### src/rtl/uart_pkg.sv
// uart_pkg: shared constants for the UART receive path.
//   - FSM state encoding (IDLE, START, DATA, STOP, WAIT_HIGH)
//   - UART_WIDTH: default number of data bits per frame
//   - LINE_IDLE:  idle (mark) level of the serial line
package uart_pkg;

    localparam int   UART_WIDTH = 32;
    localparam logic LINE_IDLE  = 1'b1;

    localparam logic [2:0] IDLE      = 3'd0;
    localparam logic [2:0] START     = 3'd1;
    localparam logic [2:0] DATA      = 3'd2;
    localparam logic [2:0] STOP      = 3'd3;
    localparam logic [2:0] WAIT_HIGH = 3'd4;

endpackage

### src/rtl/uart_sync.sv
// uart_sync: two-flop synchroniser for an asynchronous single-bit input.
// Both flops reset to RST_VAL so an idle-high line gives no false edge on
// reset release.
// Ports:
//   clk     in   system clock, rising edge
//   rst     in   asynchronous active-low reset
//   d_in    in   asynchronous input
//   d_sync  out  input re-timed to clk (two-cycle delay)
module uart_sync
    import uart_pkg::*;
#(
    parameter logic RST_VAL = LINE_IDLE
) (
    input  logic clk,
    input  logic rst,
    input  logic d_in,
    output logic d_sync
);

    logic meta_q, meta_d;
    logic sync_q, sync_d;

    always_comb begin
        meta_d = d_in;
        sync_d = meta_q;
    end

    always_ff @(posedge clk or negedge rst) begin
        if (!rst) begin
            meta_q <= RST_VAL;
            sync_q <= RST_VAL;
        end else begin
            meta_q <= meta_d;
            sync_q <= sync_d;
        end
    end

    assign d_sync = sync_q;

endmodule

### src/rtl/uart_rx.sv
// uart_rx: serial-to-parallel UART receiver.
// Frame: start bit (0), WIDTH data bits LSB first, one stop bit (1).
// Ports:
//   clk         in   system clock, rising edge
//   rst         in   asynchronous active-low reset
//   rx_in       in   serial line, idle high, asynchronous to clk
//   rd_en       in   consumer acknowledge, pops the held word
//   p_data      out  received word, stable while data_valid=1
//   data_valid  out  held word available (level until acknowledged)
//   frame_err   out  one-cycle pulse: stop bit sampled low
//   overrun     out  one-cycle pulse: word dropped, previous still held
//   busy        out  FSM not in IDLE
//
// state     | meaning
// IDLE      | line idle, waiting for a low level
// START     | counting to mid start bit to reject glitches
// DATA      | sampling WIDTH data bits, one per bit period
// STOP      | sampling the stop bit
// WAIT_HIGH | framing error seen, waiting for line to return high
module uart_rx
    import uart_pkg::*;
#(
    parameter int WIDTH        = UART_WIDTH,
    parameter int CLKS_PER_BIT = 1
) (
    input  logic             clk,
    input  logic             rst,
    input  logic             rx_in,
    input  logic             rd_en,
    output logic [WIDTH-1:0] p_data,
    output logic             data_valid,
    output logic             frame_err,
    output logic             overrun,
    output logic             busy
);

    localparam int HALF = (CLKS_PER_BIT - 1) / 2;
    localparam int PW   = $clog2(CLKS_PER_BIT + 1);
    localparam int BW   = $clog2(WIDTH + 1);

    localparam logic [PW-1:0] PH_HALF  = PW'(HALF);
    localparam logic [PW-1:0] PH_LAST  = PW'(CLKS_PER_BIT - 1);
    localparam logic [PW-1:0] PH_ONE   = PW'(1);
    localparam logic [BW-1:0] BIT_LAST = BW'(WIDTH - 1);
    localparam logic [BW-1:0] BIT_ONE  = BW'(1);

    logic             rx_s;
    logic [2:0]       state_q, state_d;
    logic [PW-1:0]    phase_q, phase_d;
    logic [BW-1:0]    bit_cnt_q, bit_cnt_d;
    logic [WIDTH-1:0] shift_q, shift_d;
    logic [WIDTH-1:0] p_data_q, p_data_d;
    logic             valid_q, valid_d;
    logic             frame_err_q, frame_err_d;
    logic             overrun_q, overrun_d;
    logic             phase_end;
    logic             word_done;

    uart_sync #(.RST_VAL(LINE_IDLE)) u_sync (
        .clk    (clk),
        .rst    (rst),
        .d_in   (rx_in),
        .d_sync (rx_s)
    );

    always_comb begin
        state_d     = state_q;
        phase_d     = phase_q;
        bit_cnt_d   = bit_cnt_q;
        shift_d     = shift_q;
        p_data_d    = p_data_q;
        valid_d     = valid_q;
        frame_err_d = 1'b0;
        overrun_d   = 1'b0;
        word_done   = 1'b0;
        phase_end   = (phase_q == PH_LAST);

        case (state_q)
            IDLE: begin
                if (rx_s != LINE_IDLE) begin
                    phase_d   = '0;
                    bit_cnt_d = '0;
                    // With no half-bit to wait out, the start bit is accepted at once.
                    state_d   = (HALF == 0) ? DATA : START;
                end
            end
            START: begin
                if (phase_q == PH_HALF) begin
                    phase_d   = '0;
                    bit_cnt_d = '0;
                    state_d   = (rx_s == LINE_IDLE) ? IDLE : DATA;
                end else begin
                    phase_d = phase_q + PH_ONE;
                end
            end
            DATA: begin
                if (phase_end) begin
                    // Right shift: the first bit received ends up in bit 0.
                    shift_d   = {rx_s, shift_q[WIDTH-1:1]};
                    phase_d   = '0;
                    bit_cnt_d = bit_cnt_q + BIT_ONE;
                    if (bit_cnt_q == BIT_LAST) begin
                        state_d = STOP;
                    end
                end else begin
                    phase_d = phase_q + PH_ONE;
                end
            end
            STOP: begin
                if (phase_end) begin
                    phase_d = '0;
                    if (rx_s == LINE_IDLE) begin
                        word_done = 1'b1;
                        state_d   = IDLE;
                    end else begin
                        frame_err_d = 1'b1;
                        state_d     = WAIT_HIGH;
                    end
                end else begin
                    phase_d = phase_q + PH_ONE;
                end
            end
            WAIT_HIGH: begin
                if (rx_s == LINE_IDLE) begin
                    state_d = IDLE;
                end
            end
            default: begin
                state_d = IDLE;
            end
        endcase

        // An acknowledge coinciding with a completion frees the slot for the new word.
        if (word_done) begin
            if (!valid_q || rd_en) begin
                p_data_d = shift_q;
                valid_d  = 1'b1;
            end else begin
                overrun_d = 1'b1;
            end
        end else if (valid_q && rd_en) begin
            valid_d = 1'b0;
        end
    end

    always_ff @(posedge clk or negedge rst) begin
        if (!rst) begin
            state_q     <= IDLE;
            phase_q     <= '0;
            bit_cnt_q   <= '0;
            shift_q     <= '0;
            p_data_q    <= '0;
            valid_q     <= 1'b0;
            frame_err_q <= 1'b0;
            overrun_q   <= 1'b0;
        end else begin
            state_q     <= state_d;
            phase_q     <= phase_d;
            bit_cnt_q   <= bit_cnt_d;
            shift_q     <= shift_d;
            p_data_q    <= p_data_d;
            valid_q     <= valid_d;
            frame_err_q <= frame_err_d;
            overrun_q   <= overrun_d;
        end
    end

    assign p_data     = p_data_q;
    assign data_valid = valid_q;
    assign frame_err  = frame_err_q;
    assign overrun    = overrun_q;
    assign busy       = (state_q != IDLE);

endmodule

### config.mk
export PLATFORM = sky130hd
export DESIGN_NAME = uart_rx
export DESIGN_NICKNAME = d
export VERILOG_FILES = /design/src/rtl/uart_pkg.sv /design/src/rtl/uart_sync.sv /design/src/rtl/uart_rx.sv
export SDC_FILE = /design/constraint.sdc
export NUM_CORES = 1
export LEC_CHECK = 0
export BUFFER_PORTS_ARGS = -buffer_cell sky130_fd_sc_hd__buf_2
export CAP_MARGIN = 10
export CELL_PAD_IN_SITES_DETAIL_PLACEMENT = 0
export CELL_PAD_IN_SITES_GLOBAL_PLACEMENT = 1
export CORE_ASPECT_RATIO = 1.25
export CORE_MARGIN = 3
export CORE_UTILIZATION = 30
export DETAILED_ROUTE_END_ITERATION = 8
export PLACE_DENSITY = 0.63
export SETUP_SLACK_MARGIN = 0.3
export SLEW_MARGIN = 0
export SYNTH_ARGS = -nofsm -noshare
export SYNTH_HDL_FRONTEND = slang
export SYNTH_SLANG_ARGS = --single-unit
### constraint.sdc
create_clock -name clk -period 2.15 [get_ports clk]
set_input_delay 0.1075 -clock clk [delete_from_list [all_inputs] [get_ports clk]]
set_output_delay 0.1075 -clock clk [all_outputs]
set_load 0.02 [all_outputs]
==> run metrics <==
reg-to-reg slack, setup 0.43 ns; diode count 0; CP Launch Type flip-flop; Final Hold Vio Count 0; ys async rst share 100%; Rel. slew slack 62.1%; internal power 2.91 mW; Yosys top cell area share 59.7%; leading register cell type out of synthesis dfrtp_1; Post-synth EDFFs 0; Clock Latency Late Sink 0.32 ns; CTS tree built; Die X-Extent 98.1 µm; share of layout cells above drive strength 1 54.1%; Post-DP HPWL 3320 µm; dpl cell area 3490 µm²; Worst Hold End overrun; IO Count 40; Final period util 80.1%; post-DR wirelength/cell 13.8 µm; Clk pwr share 35.2%; syn nets 196; hold path depth 3; Max Freq 0.580 GHz; Cell Area, Synth 3180 µm²; Total GRT Usage 9.42%; Tightest Pin Transition 0.568 ns; Root Buffer Master clkbuf_16; GP Congestion 0.726; area leader, netlist dfrtp_1; post-synth cell types 33; fillers 970; Post-CTS Hold Buffers 2; Setup TNS 0 ns; worst path cell trace nand4b_1, nor2b_4, buf_12, mux2_2; WP buf/inv 1; RSZ-0062 raised after global routing no; sequential share of power 49.3%; CP arrival 1.93 ns; final hold slack 0.0899 ns; largest net degree at the start of global routing 39; #FFs+latches synth 78; commonest non-fill, non-tap cell in the layout dfrtp_1; clk sinks 78; router iterations before antenna repair 4; Comb pwr share 15.4%; number of H-tree levels 3; Tmin final 1.72 ns; via count 1678; maximum VDD drop 531 µV; Crit Reg-Reg Startpoint u_sync.d_sync; Multi-input gate area 1110 µm²; FF-to-FF End p_data[13]; top cells by area, synth dfrtp_1, mux2_4, mux2_2, buf_12, buf_6; total wire length 5160 µm; PortBufs 39; CTS buffer count 9; Placed Cells incl. Taps 355; Setup Buffers After CTS 0; worst-path fanout max 32; non-filler cells, final 373; register clock-pin slew on the reported worst setup and hold paths 0.06 ns; Clock Tree Buf Depth 2; CP required 2.36 ns; synthesized instance count 191; Die H 121 µm; Core Util, Final 37.1%; PwrDens 1040 nW/µm²; global route overflow 0; Synthesis Warnings 0; Post-CTS Resized 0; Sequential Area 1950 µm²; most frequent cells in the layout dfrtp_1, buf_2, mux2_2; design area 3790 µm²; hold path startpoint rd_en; DRC 0; first-pass GRT wire length 8870 µm; Sw Share 26.0%; Die Footprint 11900 µm²; status complete, no violations; Area Overhead vs Synth 19.0%; Initial Utilization 31.2%; CP Capture Type flip-flop; Fin Clk Skew 0.00418 ns; mean post-synth cell area 16.7 µm²; Hold WC Path Type in2reg; switching power total 1.02 mW; Final Max Slew Viols 0; Final Setup Violations 0; Detailed Route Iter0 Violations 55; initial antenna violation count 0; Setup Crit Path Kind reg2reg; Routed Antenna Nets 0; max cap viols 0; Vias/cell 4.50; Leakage 1.78 nW; Crit-path slowest cell dfstp_2; vias in the first global route 1739; slowest stage delay, CP 0.58 ns; sequential cell area fraction in the yosys report 61.4%; worst reg-to-reg path cell count 4; Core ar. 10200 µm²; post-layout net count 244; site row count 41; CP top delay family flip-flops
[power groups by stage]
stage | combinational, mW | clock [mW] | sequential, mW
final | 0.606 | 1.39 | 1.94
after detailed placement | 0.614 | 0 | 1.97
after CTS | 0.622 | 1.43 | 1.95
after global placement | 0.598 | 0 | 1.97
after global routing | 0.670 | 1.50 | 1.99
after floorplan | 0.441 | 0 | 1.96
[worst min-delay path, delay by kind of cell]
| family | cells | cell delay [ns] |
|---|---|---|
| simple gates | 2 | 0.20 |
| buf+inv | 1 | 0.07 |
[worst max-delay path by stage]
stage / slack (ns) / cells past startpoint / start / endpoint
after floorplan: 0.63 / 5 / u_sync.d_sync / p_data[0]
after global placement: 0.46 / 4 / u_sync.d_sync / p_data[14]
after detailed placement: 0.42 / 4 / u_sync.d_sync / p_data[14]
after CTS: 0.40 / 4 / u_sync.d_sync / p_data[13]
after global routing: 0.36 / 4 / u_sync.d_sync / p_data[13]
final: 0.43 / 4 / u_sync.d_sync / p_data[13]
[cell families (layout without fill, tap and decap cells)]
family	count (synthesis)	in the layout	synth area share, %
AO/OA/AOI/OAI	10	10	2.44
buffers and inverters	11	64	4.13
adder cells (fa/ha/maj)	1	1	0.393
XOR/XNOR	1	1	0.275
flip-flops	78	78	61.4
multiplexers	67	67	27.2
AND/OR/NAND/NOR	23	23	4.21
[Yosys cell counts, types with 2 or more instances]
library cell / count
dfrtp_1: 76
mux2_2: 35
mux2_4: 30
buf_6: 5
nand2_1: 4
buf_12: 3
nand3_1: 3
nor2_1: 3
a21oi_1: 2
a22o_1: 2
dfstp_2: 2
inv_1: 2
mux2i_1: 2
nor3b_1: 2
or2_2: 2
[layout make-up]
cell class,instances,area share [%]
Clock buffer,11,6.41
Clock inverter,5,0.892
Tap cell,129,4.26
Inverter,2,0.198
Multi-Input combinational cell,102,29.2
Sequential cell,78,51.6
Timing Repair Buffer,46,7.40
[state kept, by name (all words and copies together), names as in the netlist]
name / cells
bit_cnt_q: 6
data_valid: 1
frame_err: 1
overrun: 1
p_data: 32
shift_q: 32
state_q: 3
u_sync.d_sync: 1
u_sync.meta_q: 1
[layer usage]
layer | track usage (%) | vias to the layer above | part of all wire, %
met3 | 3.51 | 8 | 3.8
met5 | 0 | - | 0
met2 | 14.4 | 30 | 47
li1 | - | 777 | -
met1 | 12.4 | 863 | 48
met4 | 3.33 | 0 | 1.5
[metrics by stage]
stage | power, mW | setup slack (ns)
2_1_floorplan | 2.40 | 0.630
3_3_place_gp | 2.57 | 0.458
3_5_place_dp | 2.59 | 0.419
4_1_cts | 4.01 | 0.404
5_1_grt | 4.16 | 0.357
6_report | 3.94 | 0.427
(Power assumes the default switching activity.)
